$ cat src/rtl/axi_lite_reg_bank.sv
// rtl/axi_lite_reg_bank.sv - register bank behind the AXI-Lite slave user interface
// Optional cycle counter at 0x18 is built only when REG_BANK_COUNTER_EN is defined.
module axi_lite_reg_bank #(
  parameter int          ADDR_WIDTH    = 16,
  parameter int          IRQ_WIDTH     = 8,
  parameter logic [31:0] VERSION       = 32'h00010000,
  parameter logic [31:0] CONTROL_RESET = 32'h0
) (
  input  logic                  clk,
  input  logic                  rst,
  input  logic                  i_reg_in_rdy,
  output logic                  o_reg_in_ack_stb,
  input  logic [ADDR_WIDTH-1:0] i_reg_address,
  input  logic [31:0]           i_reg_in_data,
  input  logic                  i_reg_out_req,
  output logic                  o_reg_out_rdy_stb,
  output logic [31:0]           o_reg_out_data,
  output logic                  o_reg_invalid_addr,
  output logic [31:0]           o_control,
  input  logic [31:0]           i_status,
  input  logic [IRQ_WIDTH-1:0]  i_irq_src,
  output logic                  o_irq
);

  localparam int WW = ADDR_WIDTH - 2;

  logic [WW-1:0]        w_word;
  logic                 w_wr_go;
  logic                 w_rd_go;
  logic                 w_invalid;
  logic [31:0]          w_rd_data;
  logic [IRQ_WIDTH-1:0] w_irq_set;
  logic [IRQ_WIDTH-1:0] w_irq_clr;
  logic                 w_unused_addr_lo;

  logic                 r_wr_busy;
  logic                 r_rd_busy;
  logic                 r_wr_ack;
  logic                 r_rd_stb;
  logic [31:0]          r_rd_data;
  logic                 r_invalid;
  logic [31:0]          r_control;
  logic [31:0]          r_scratch;
  logic [IRQ_WIDTH-1:0] r_irq_en;
  logic [IRQ_WIDTH-1:0] r_irq_st;
  logic [IRQ_WIDTH-1:0] r_src_d;
  logic                 r_irq;

  // Byte lanes are ignored; registers are word addressed.
  assign w_word           = i_reg_address[ADDR_WIDTH-1:2];
  assign w_unused_addr_lo = ^i_reg_address[1:0];

  // A write always wins a tie; the read then goes the cycle after the write ack.
  assign w_wr_go = i_reg_in_rdy & ~r_wr_busy;
  assign w_rd_go = i_reg_out_req & ~r_rd_busy & ~w_wr_go;

  // New edge on a source sets its bit; a W1C in the same cycle cannot hide it.
  assign w_irq_set = i_irq_src & ~r_src_d;
  assign w_irq_clr = (w_wr_go && w_word == WW'(3)) ? i_reg_in_data[IRQ_WIDTH-1:0] : '0;

`ifdef REG_BANK_COUNTER_EN
  logic [31:0] r_counter;

  // Free-running cycle counter; any committed write to it clears it.
  always_ff @(posedge clk) begin
    if (rst) begin
      r_counter <= 32'h0;
    end else if (w_wr_go && w_word == WW'(6)) begin
      r_counter <= 32'h0;
    end else begin
      r_counter <= r_counter + 32'h1;
    end
  end
`endif

  // Address decode and read-data mux.
  always_comb begin
    w_invalid = 1'b0;
    w_rd_data = 32'h0;
    case (w_word)
      WW'(0): w_rd_data = r_control;
      WW'(1): w_rd_data = i_status;
      WW'(2): w_rd_data = 32'(r_irq_en);
      WW'(3): w_rd_data = 32'(r_irq_st);
      WW'(4): w_rd_data = r_scratch;
      WW'(5): w_rd_data = VERSION;
`ifdef REG_BANK_COUNTER_EN
      WW'(6): w_rd_data = r_counter;
`endif
      default: w_invalid = 1'b1;
    endcase
  end

  // Write handshake and register commit.
  always_ff @(posedge clk) begin
    if (rst) begin
      r_wr_busy <= 1'b0;
      r_wr_ack  <= 1'b0;
      r_control <= CONTROL_RESET;
      r_scratch <= 32'h0;
      r_irq_en  <= '0;
    end else begin
      r_wr_ack <= w_wr_go;
      if (w_wr_go) begin
        r_wr_busy <= 1'b1;
      end else if (!i_reg_in_rdy) begin
        r_wr_busy <= 1'b0;
      end
      if (w_wr_go) begin
        case (w_word)
          WW'(0):  r_control <= i_reg_in_data;
          WW'(2):  r_irq_en  <= i_reg_in_data[IRQ_WIDTH-1:0];
          WW'(4):  r_scratch <= i_reg_in_data;
          default: ;
        endcase
      end
    end
  end

  // Read handshake; data and invalid flag registered alongside the strobes.
  always_ff @(posedge clk) begin
    if (rst) begin
      r_rd_busy <= 1'b0;
      r_rd_stb  <= 1'b0;
      r_rd_data <= 32'h0;
      r_invalid <= 1'b0;
    end else begin
      r_rd_stb  <= w_rd_go;
      r_invalid <= (w_wr_go | w_rd_go) & w_invalid;
      if (w_rd_go) begin
        r_rd_data <= w_rd_data;
        r_rd_busy <= 1'b1;
      end else if (!i_reg_out_req) begin
        r_rd_busy <= 1'b0;
      end
    end
  end

  // Interrupt edge capture, status with W1C, and registered level output.
  always_ff @(posedge clk) begin
    if (rst) begin
      r_src_d  <= '0;
      r_irq_st <= '0;
      r_irq    <= 1'b0;
    end else begin
      r_src_d  <= i_irq_src;
      r_irq_st <= (r_irq_st & ~w_irq_clr) | w_irq_set;
      r_irq    <= |(r_irq_st & r_irq_en);
    end
  end

  assign o_reg_in_ack_stb   = r_wr_ack;
  assign o_reg_out_rdy_stb  = r_rd_stb;
  assign o_reg_out_data     = r_rd_data;
  assign o_reg_invalid_addr = r_invalid;
  assign o_control          = r_control;
  assign o_irq              = r_irq;

endmodule

$ cat config.mk
export PLATFORM = sky130hd
export DESIGN_NAME = axi_lite_reg_bank
export DESIGN_NICKNAME = d
export VERILOG_FILES = /design/src/rtl/axi_lite_reg_bank.sv
export SDC_FILE = /design/constraint.sdc
export NUM_CORES = 1
export LEC_CHECK = 0
export BUFFER_PORTS_ARGS = -buffer_cell sky130_fd_sc_hd__buf_2
export CAP_MARGIN = 20
export CORE_ASPECT_RATIO = 1.5
export CORE_UTILIZATION = 45
export CTS_CLUSTER_SIZE = 28
export DETAILED_ROUTE_END_ITERATION = 8
export GPL_TIMING_DRIVEN = 1
export HOLD_SLACK_MARGIN = 0.08
export PLACE_DENSITY_LB_ADDON = 0.25
export SLEW_MARGIN = 30
export SYNTH_ARGS = -nofsm -noshare
export SYNTH_HDL_FRONTEND = slang
export SYNTH_SLANG_ARGS = --single-unit
$ cat constraint.sdc
create_clock -name clk -period 1.6 [get_ports clk]
set_input_delay 0 -clock clk [delete_from_list [all_inputs] [get_ports clk]]
set_output_delay 0 -clock clk [all_outputs]
set_load 0.03 [all_outputs]
; ---- After elaboration in Yosys (flattened, before gate mapping)
; Index checks and enable logic that the tools add are counted.
[totals]
ff_bits = 126
input_bits = 92
out_inout_bits = 68
elab_cells = 47
[classes]
eq_ne = 7
muxes = 7
bitwise_logic = 14
reduce_logical = 7
[ops]
columns = operator, count
row1 = one-hot mux 32 bit (6 select lines), 1
row2 = == test 14 x 2 -> 1 bit (second input constant), 2
row3 = == test 14 x 3 -> 1 bit (second input constant), 2
row4 = bitwise AND 8 bit, 3
row5 = NOT 8 bit, 2
row6 = == test 14 x 1 -> 1 bit (second input constant), 1
row7 = logical NOT 14 bit, 1
row8 = two-way mux 8 bit, 1
row9 = OR 8 bit, 1
row10 = OR reduction 8 bit, 1
row11 = AND reduction 2 bit, 3
row12 = OR reduction 6 bit, 1
row13 = two-way mux 1 bit, 5
row14 = bitwise AND 1 bit, 4
row15 = inequality test 2 x 1 -> 1 bit (second input constant), 2
row16 = NOT 1 bit, 3
row17 = logical AND 1 bit, 1
row18 = OR 1 bit, 1

; ---- Depth between registers and ports, before layout
; Gate-level depths: netlist (run 1).
[logic_depth]
ltp_word = 7
depth_mapped = 7
depth_no_buf = 4

; ---- Worst setup path before layout (run 1)
; Ideal clock, no wire load.
[synth_timing]
path_type = flip-flop to flip-flop
startpoint = register r_wr_busy
endpoint = register r_irq_st[1]
setup_time_ns = 0.117
arrival_ns = 1.528
required_ns = 1.483
slack_ns = -0.044
stages_incl_launch_ff = 5
n_path_buf = 0
synth_period_minus_slack_ns = 1.644
path_cell_list = dfxtp_1 -> or4b_4 -> nor4_4 -> a21oi_1 -> a22o_1
[synth_via]
elab_chain_len = 7
[synth_lines]
columns = element, line
row1 = "start, declared", 36  ; logic r_wr_busy;
row2 = "start signal, assigned", 97  ; r_wr_busy <= 1'b0;
row3 = "start signal, assigned", 105  ; r_wr_busy <= 1'b1;
row4 = "start signal, assigned", 107  ; r_wr_busy <= 1'b0;
row5 = NOT 1 bit, 54  ; assign w_wr_go = i_reg_in_rdy & ~r_wr_busy;
row6 = bitwise AND 1 bit, 54
row7 = logical AND 1 bit, 59  ; assign w_irq_clr = (w_wr_go && w_word == WW'(3)) ? i_reg_in_data[IRQ_WIDTH-1:0] : '0;
row8 = two-way mux 8 bit, 59
row9 = NOT 8 bit, 147  ; r_irq_st <= (r_irq_st & ~w_irq_clr) | w_irq_set;
row10 = bitwise AND 8 bit, 147
row11 = OR 8 bit, 147
row12 = "end signal, assigned", 147
row13 = "end, declared", 45  ; logic [IRQ_WIDTH-1:0] r_irq_st;
; Every way passes these cells.
; A chain may end at the register's enable or synchronous reset.

; ---- Worst setup path after layout (run 1)
[layout_timing]
startpoint = register r_wr_busy
endpoint = register r_control[8], in the netlist o_control[8]
[layout_via]
elab_chain_len = 3
[layout_lines]
columns = element, line
row1 = NOT 1 bit, 54
row2 = bitwise AND 1 bit, 54
row3 = AND reduction 2 bit (no source line), -
row4 = "end signal, assigned", 111  ; WW'(0): r_control <= i_reg_in_data;
row5 = "end, declared", 42  ; logic [31:0] r_control;
; Every way passes these cells.

==> metrics, run 1 <==
Combinational Power Share 0.074; CP max FO 8; Syn Area/Cell around 8.9 um^2; worst skew pair latency approximately 410 ps; core area 0.01100 mm^2; leakage power roughly 3.0 nW; Crit path required time a little under 2000 ps; max-slew violations 0; Max Clk Rate approximately 0.64 GHz; drt drc 0; DRT iter0 DRCs 481; first-pass GRT wire length around 25000 um; Placer Congestion 0.8044; Rows 47; Final ANT Viol Nets 0; Synth Area in Adders 0; Nets roughly 910; Critical Path Sink Type register; RSZ-0062 raised after global routing yes; final setup vio count 0; Final Hold Fails 0; worst-margin pin slew 567.4 ps; xor/xnor share of the synthesized area 0; sequential fraction of the synthesis area 0.4967; Pint about 0.006 W; largest net degree at the start of global routing 38; Max-slew headroom 0.6120; startpoint types register; setup TNS 0 ps; Routed WL per cell roughly 17 um; router iterations before antenna repair 9; main combinational cell family by area after synthesis compound AO/OA/AOI/OAI gates; non-filler cells, final approximately 970; PD cells slightly above 1000 mW/mm^2; vias per cell 5.503; total placed cells including tap cells between 800 and 900; Sw Ratio 0.2168; Final Cycle Share 0.9793; Unique masters post-synth between 40 and 50; initial cell density of the core 0.4618; Layout area overhead 50.26%; total wire length approximately 17000 um; Clock Skew about 7.4 ps; htree depth 4; Hold/Removal Path Class input port to register; Port Buffer Count between 150 and 200; worst vdd ir between 0.0007 and 0.0008 V; min cycle time layout 1567 ps; Sequential Power Share 0.408; initial antenna violation count 0; final hold slack about 190 ps; fin util 0.6939; WS Path Type register to register; I/O pin cnt between 150 and 200; Max-Cap Viols 0; Syn Inst Count around 570; GRT Residual Overflow 0; flop-to-flop setup slack around 33 ps; DIE AREA around 0.012 mm^2; WP data arrival between 1500 and 2000 ps; Psw between 0.0015 and 0.002 W; mux cell area share after synthesis 0.01971; syn_nets 663; die height 132.1 um; Yosys reg bits about 130; HPWL Detailed slightly above 10000 um; clock sink count ~130; vias in the first global route 5261; status complete, no violations; Simple-Gate Fraction of Synth Area 0.1961; share of layout cells above drive strength 1 0.3216; clock share of power 0.517; Die W around 90 um; CTS Buffer Depth 2; synth warn 0; Clk pin slew, worst setup/hold paths 50 ps; synthesized area slightly above 0.005 mm^2; Compound-Gate Fraction of Synth Area 0.2210; ant diodes 0; CTS Buf Count 17; GRT Util Overall 0.2782; via count approximately 5.4k; CTS tree yes; root buf cell clkbuf_16
synth_stat cells, drive strengths merged:
library cell  instances  area [um^2]
dlygate4sd1           1        8.760
a21oi                81        405.4
nand2b                3        18.77
nor4b                 3        53.80
nor4                  4        55.05
buf                  13        86.33
a31oi                 1        6.260
or4                   2        22.52
and4                  2        17.52
nand4                 3        18.77
a221oi                8        70.07
nor2b                10        62.56
a22o                 15        137.6
a222oi               23        230.2
inv                   9        33.78
a41oi                 1        8.760
nand3                 9        45.04
or4b                  1        13.76
a22oi                 6        45.04
nand3b                1        7.510
a2111oi               1        8.760
mux2                  8        90.09
o21ai                42        210.2
mux2i                 1        10.01
nor2                  3        18.77
nor3                  1        5.000
clkbuf               28        208.9
dfxtp               126         2522
nand2               162        608.1
nor3b                 2        37.54
nand4bb               1        11.26
critical path, stage by stage (launching register included):
cell and delay, ps:
dfxtp_2 320, buf_4 140, nor4b_4 200, buf_4 170, and4_4 280, clkbuf_16 190, nand2_1 70, a21oi_1 120
registers in the layout (all words and copies together) (netlist names):
signal,cells
r_rd_busy,1
o_reg_invalid_addr,1
r_irq_st,8
r_irq_en,8
r_scratch,32
r_src_d,8
o_reg_out_rdy_stb,1
r_wr_busy,1
o_reg_in_ack_stb,1
o_reg_out_data,32
o_control,32
o_irq,1
cell usage in the layout (no fill, tap or decap), drive strengths merged, types with 2 or more instances in the layout:
cell type,n
bufinv,4
buf,187
nand2b,3
dfxtp,126
clkinvlp,3
nor3b,2
nand2,162
or4,2
a22oi,6
nor2b,10
nor4b,3
a221oi,8
nand3,9
nor2,3
dlygate4sd3,76
a222oi,23
a22o,15
inv,11
mux2,8
a21oi,81
nand4,3
clkinv,4
and4,2
o21ai,42
clkbuf,22
nor4,4
metrics by stage:
| stage | worst slack [ps] | power, W | area, um^2 |
|---|---|---|---|
| floorplan | -39.39 | 0.003461 | 5080 |
| global placement | -36.11 | 0.003679 | 6035 |
| detailed placement | -60.47 | 0.003686 | 6035 |
| CTS | -24.75 | 0.007871 | 7437 |
| global route | -45.90 | 0.008069 | 7631 |
| finish | 33.14 | 0.007839 | 7631 |
power by group through the flow:
stage | Sequential (W) | Clock, W | Combinational, W
floorplan | 0.00327 | 0 | 0.000192
global placement | 0.00327 | 0 | 0.000413
detailed placement | 0.00327 | 0 | 0.000419
CTS | 0.00320 | 0.00411 | 0.000564
global route | 0.00320 | 0.00425 | 0.000619
finish | 0.00320 | 0.00406 | 0.000582
worst paths after layout:
check / cells after the start / start / end
min reg2reg: 2 / o_reg_out_data[12] / o_reg_out_data[12]
max reg2reg: 7 / r_wr_busy / o_control[8]
max: 7 / r_wr_busy / o_control[8]
min: 3 / i_reg_address[14] / o_reg_invalid_addr
per-layer routing:
layer	GRT usage	routed length [um]	up-vias
met1	0.2929	6176	2541
li1	-	-	2527
met5	0	0	-
met4	0.1344	569	0
met3	0.05949	958	51
met2	0.5064	9049	241
final cells by class:
class,instances,area [um^2]
Clock inverter,13,187.7
Multi-Input combinational cell,394,2318
Fill cell,873,3366
Timing Repair Buffer,266,1941
Sequential cell,126,2524
Clock buffer,19,442.9
Tap cell,147,183.9
Inverter,9,33.78
cell families after synthesis:
logic type / after synthesis
compound gates: 178
buf+inv: 51
flops: 126
mux: 9
simple gates: 207
timing repair:
| item | in CTS | in global routing |
|---|---|---|
| hold buffers | 76 | 0 |
| resized for setup | 1 | 28 |
| pin swaps | 3 | 22 |
| hold endpoints to repair | 125 | 0 |
| endpoints found under the setup margin | 25 | 75 |
| gates cloned | 0 | 4 |
| buffers inserted | 1 | 1 |
No activity file was read; power rests on OpenSTA's default activity.
==> run 2, diff against run 1 <==
--- a/config.mk
+++ b/config.mk
@@ -5,6 +5,7 @@
 export SDC_FILE = /design/constraint.sdc
 export NUM_CORES = 1
 export LEC_CHECK = 0
+export ABC_AREA = 1
 export BUFFER_PORTS_ARGS = -buffer_cell sky130_fd_sc_hd__buf_2
 export CAP_MARGIN = 20
 export CORE_ASPECT_RATIO = 1.5
==> run 2 against run 1 <==
  * Wire length down 0.74%
  * Area after synthesis up 6.1%
  * Cell area increased by 1.7%
  * Non-clock buffer count decreased by 3
  * Setup slack better by 100 ps
  * Fmax up 7.1%
  * Cell count rose by 16%
  * Synthesized cell count grew 30%
  * Global-route usage decreased by 0.96 points
  * Largest power group unchanged
  * Power decreased by 4.7%
==> metrics, run 2 <==
status complete, no violations; clock sink count between 100 and 150; worst vdd ir between 0.0007 and 0.0008 V; Syn Inst Count 740; Final Cycle Share 0.9141; Hold/Removal Path Class input port to register; Post-synth EDFFs 0; sequential fraction of the synthesis area 0.4680; Final Hold Fails 0; Area contributors post-synth dfxtp_1, nand3_1, nand2_1; core area 0.01159 mm^2; largest net degree at the start of global routing between 50 and 60; Rows 48; DIE AREA around 0.012 mm^2; worst skew pair latency about 400 ps; Port Buffer Count 157; startpoint types register; hold depth 5; total wire length about 17000 um; worst-margin pin slew 538.7 ps; Max-Cap Viols 0; fin worst setup slack 137.4 ps; I/O pin cnt 160; most frequent cell after synthesis nand2_1; vias in the first global route 5646; Crit path required time ~1900 ps; CTS tree yes; share of layout cells above drive strength 1 0.2380; GRT Residual Overflow 0; Max Clk Rate 0.6837 GHz; CTS Buffer Depth 2; GRT Util Overall 0.2686; root buf cell clkbuf_16; Yosys reg bits 126; drt drc 0; most frequent cells in the layout nand2_1, buf_2, nand3_1; Critical Path Sink Type register; final setup vio count 0; initial antenna violation count 0; R2R depth 5; Layout area overhead 43.99%; htree depth 4; post-synth top area share 0.4680; max-slew violations 0; CTS Buf Count 17; Final ANT Viol Nets 0; HPWL Detailed roughly 11000 um; CP max FO slightly below 60; die height 136.0 um; pre-CTS setup slack 115.5 ps; Max-slew headroom 0.6409; Nets 1062; min cycle time layout around 1500 ps; syn_nets 832; router iterations before antenna repair 5; synthesized area ~0.0054 mm^2; initial cell density of the core 0.4650; Unique masters post-synth 26; synth cell count leaders nand2_1, nand3_1, dfxtp_1; ant diodes 0; Clk pin slew, worst setup/hold paths 50 ps; leakage power between 3 and 4 nW; Die W just over 90 um; first-pass GRT wire length around 26000 um; Routed WL per cell roughly 15 um; Syn Area/Cell 7.284 um^2; via count between 5k and 6k; Clock Skew 6.218 ps; largest area contributor in the netlist dfxtp_1; Placer Congestion about 0.81; PD cells roughly 960 mW/mm^2; asr flop ratio synth 0; synth warn 0; Main synth FF type dfxtp_1; RSZ-0062 raised after global routing no; vias per cell about 5.2; DRT iter0 DRCs approximately 300; WP data arrival between 1500 and 2000 ps; setup TNS 0 ps; commonest non-fill, non-tap cell in the layout nand2_1; WS Path Type register to register
[run 2: cell types whose count changed after synthesis, sizes merged, moves of 6 or more]
cell | before | now
inv | 9 | 62
nor2b | 10 | 0
a22oi | 6 | 0
a22o | 15 | 1
mux2 | 8 | 0
a21oi | 81 | 106
nand3 | 9 | 130
buf | 13 | 22
a222oi | 23 | 0
nor2 | 3 | 23
o21bai | 0 | 8
a221oi | 8 | 2
o21ai | 42 | 51
o22ai | 0 | 8
[run 2: cells by family after synthesis]
kind of cell / synth area share
AOI/OAI and AO/OA: 0.1725
buffers and inverters: 0.09123
DFF: 0.4680
and+or+nand+nor: 0.2683
[run 2: what timing repair did]
action                     in CTS  in global routing
resized for setup               0                  0
setup endpoints to repair       0                  0
hold buffers                   75                  0
hold endpoints to repair      125                  0
buffers inserted                0                  0
[run 2: path summary, 6_finish.rpt]
check | slack (ps) | endpoint | start
worst max-delay path | 140 | o_control[26] | r_wr_busy
worst min-delay path | 160 | o_reg_invalid_addr | i_reg_address[5]
worst max register to register | 140 | o_control[26] | r_wr_busy
worst min register to register | 420 | r_irq_st[0] | r_src_d[0]
[run 2: final cells by class]
class	instances	area [um^2]
Fill cell	1012	3830
Clock buffer	21	460.4
Clock inverter	11	116.4
Multi-Input combinational cell	500	2385
Inverter	62	232.7
Tap cell	150	187.7
Timing Repair Buffer	263	1857
Sequential cell	126	2522
[run 2: power by group]
group	total, W	internal (W)	switching [W]	leakage, nW
Clock	0.00372	0.00236	0.00136	0.279
Sequential	0.00320	0.00318	0.0000209	1.02
Combinational	0.000552	0.000275	0.000276	2.14
Total	0.00747	0.00581	0.00165	3.44
[run 2: worst max-delay path, stage by stage, from the launching register on]
cell     delay [ps]
dfxtp_1         320
nor2_4          240
nand3_2         240
buf_12          260
o21ai_0         200
a21oi_1          70
[run 2: layer usage]
metal	wire, um	global-route usage	vias up
met5	0	0	-
met4	393	0.1296	0
met3	646	0.03859	34
met2	9058	0.5101	198
met1	6532	0.2895	2722
li1	-	-	2920
[run 2: stage by stage]
| step | power (W) | std cells | hold WS (ps) | cell area [um^2] | util |
|---|---|---|---|---|---|
| 6_report | 0.007469 | 1133 | 160.0 | 7761 | 0.6696 |
| 5_1_grt | 0.007686 | 1133 | 184.7 | 7761 | 0.6696 |
| 3_5_place_dp | 0.003665 | 1026 | 208.8 | 6434 | 0.5551 |
| 3_3_place_gp | 0.003662 | 1026 | 203.7 | 6434 | 0.5551 |
| 2_1_floorplan | 0.003441 | 740 | 115.9 | 5390 | - |
| 4_1_cts | 0.007525 | 1133 | 140.2 | 7761 | 0.6696 |
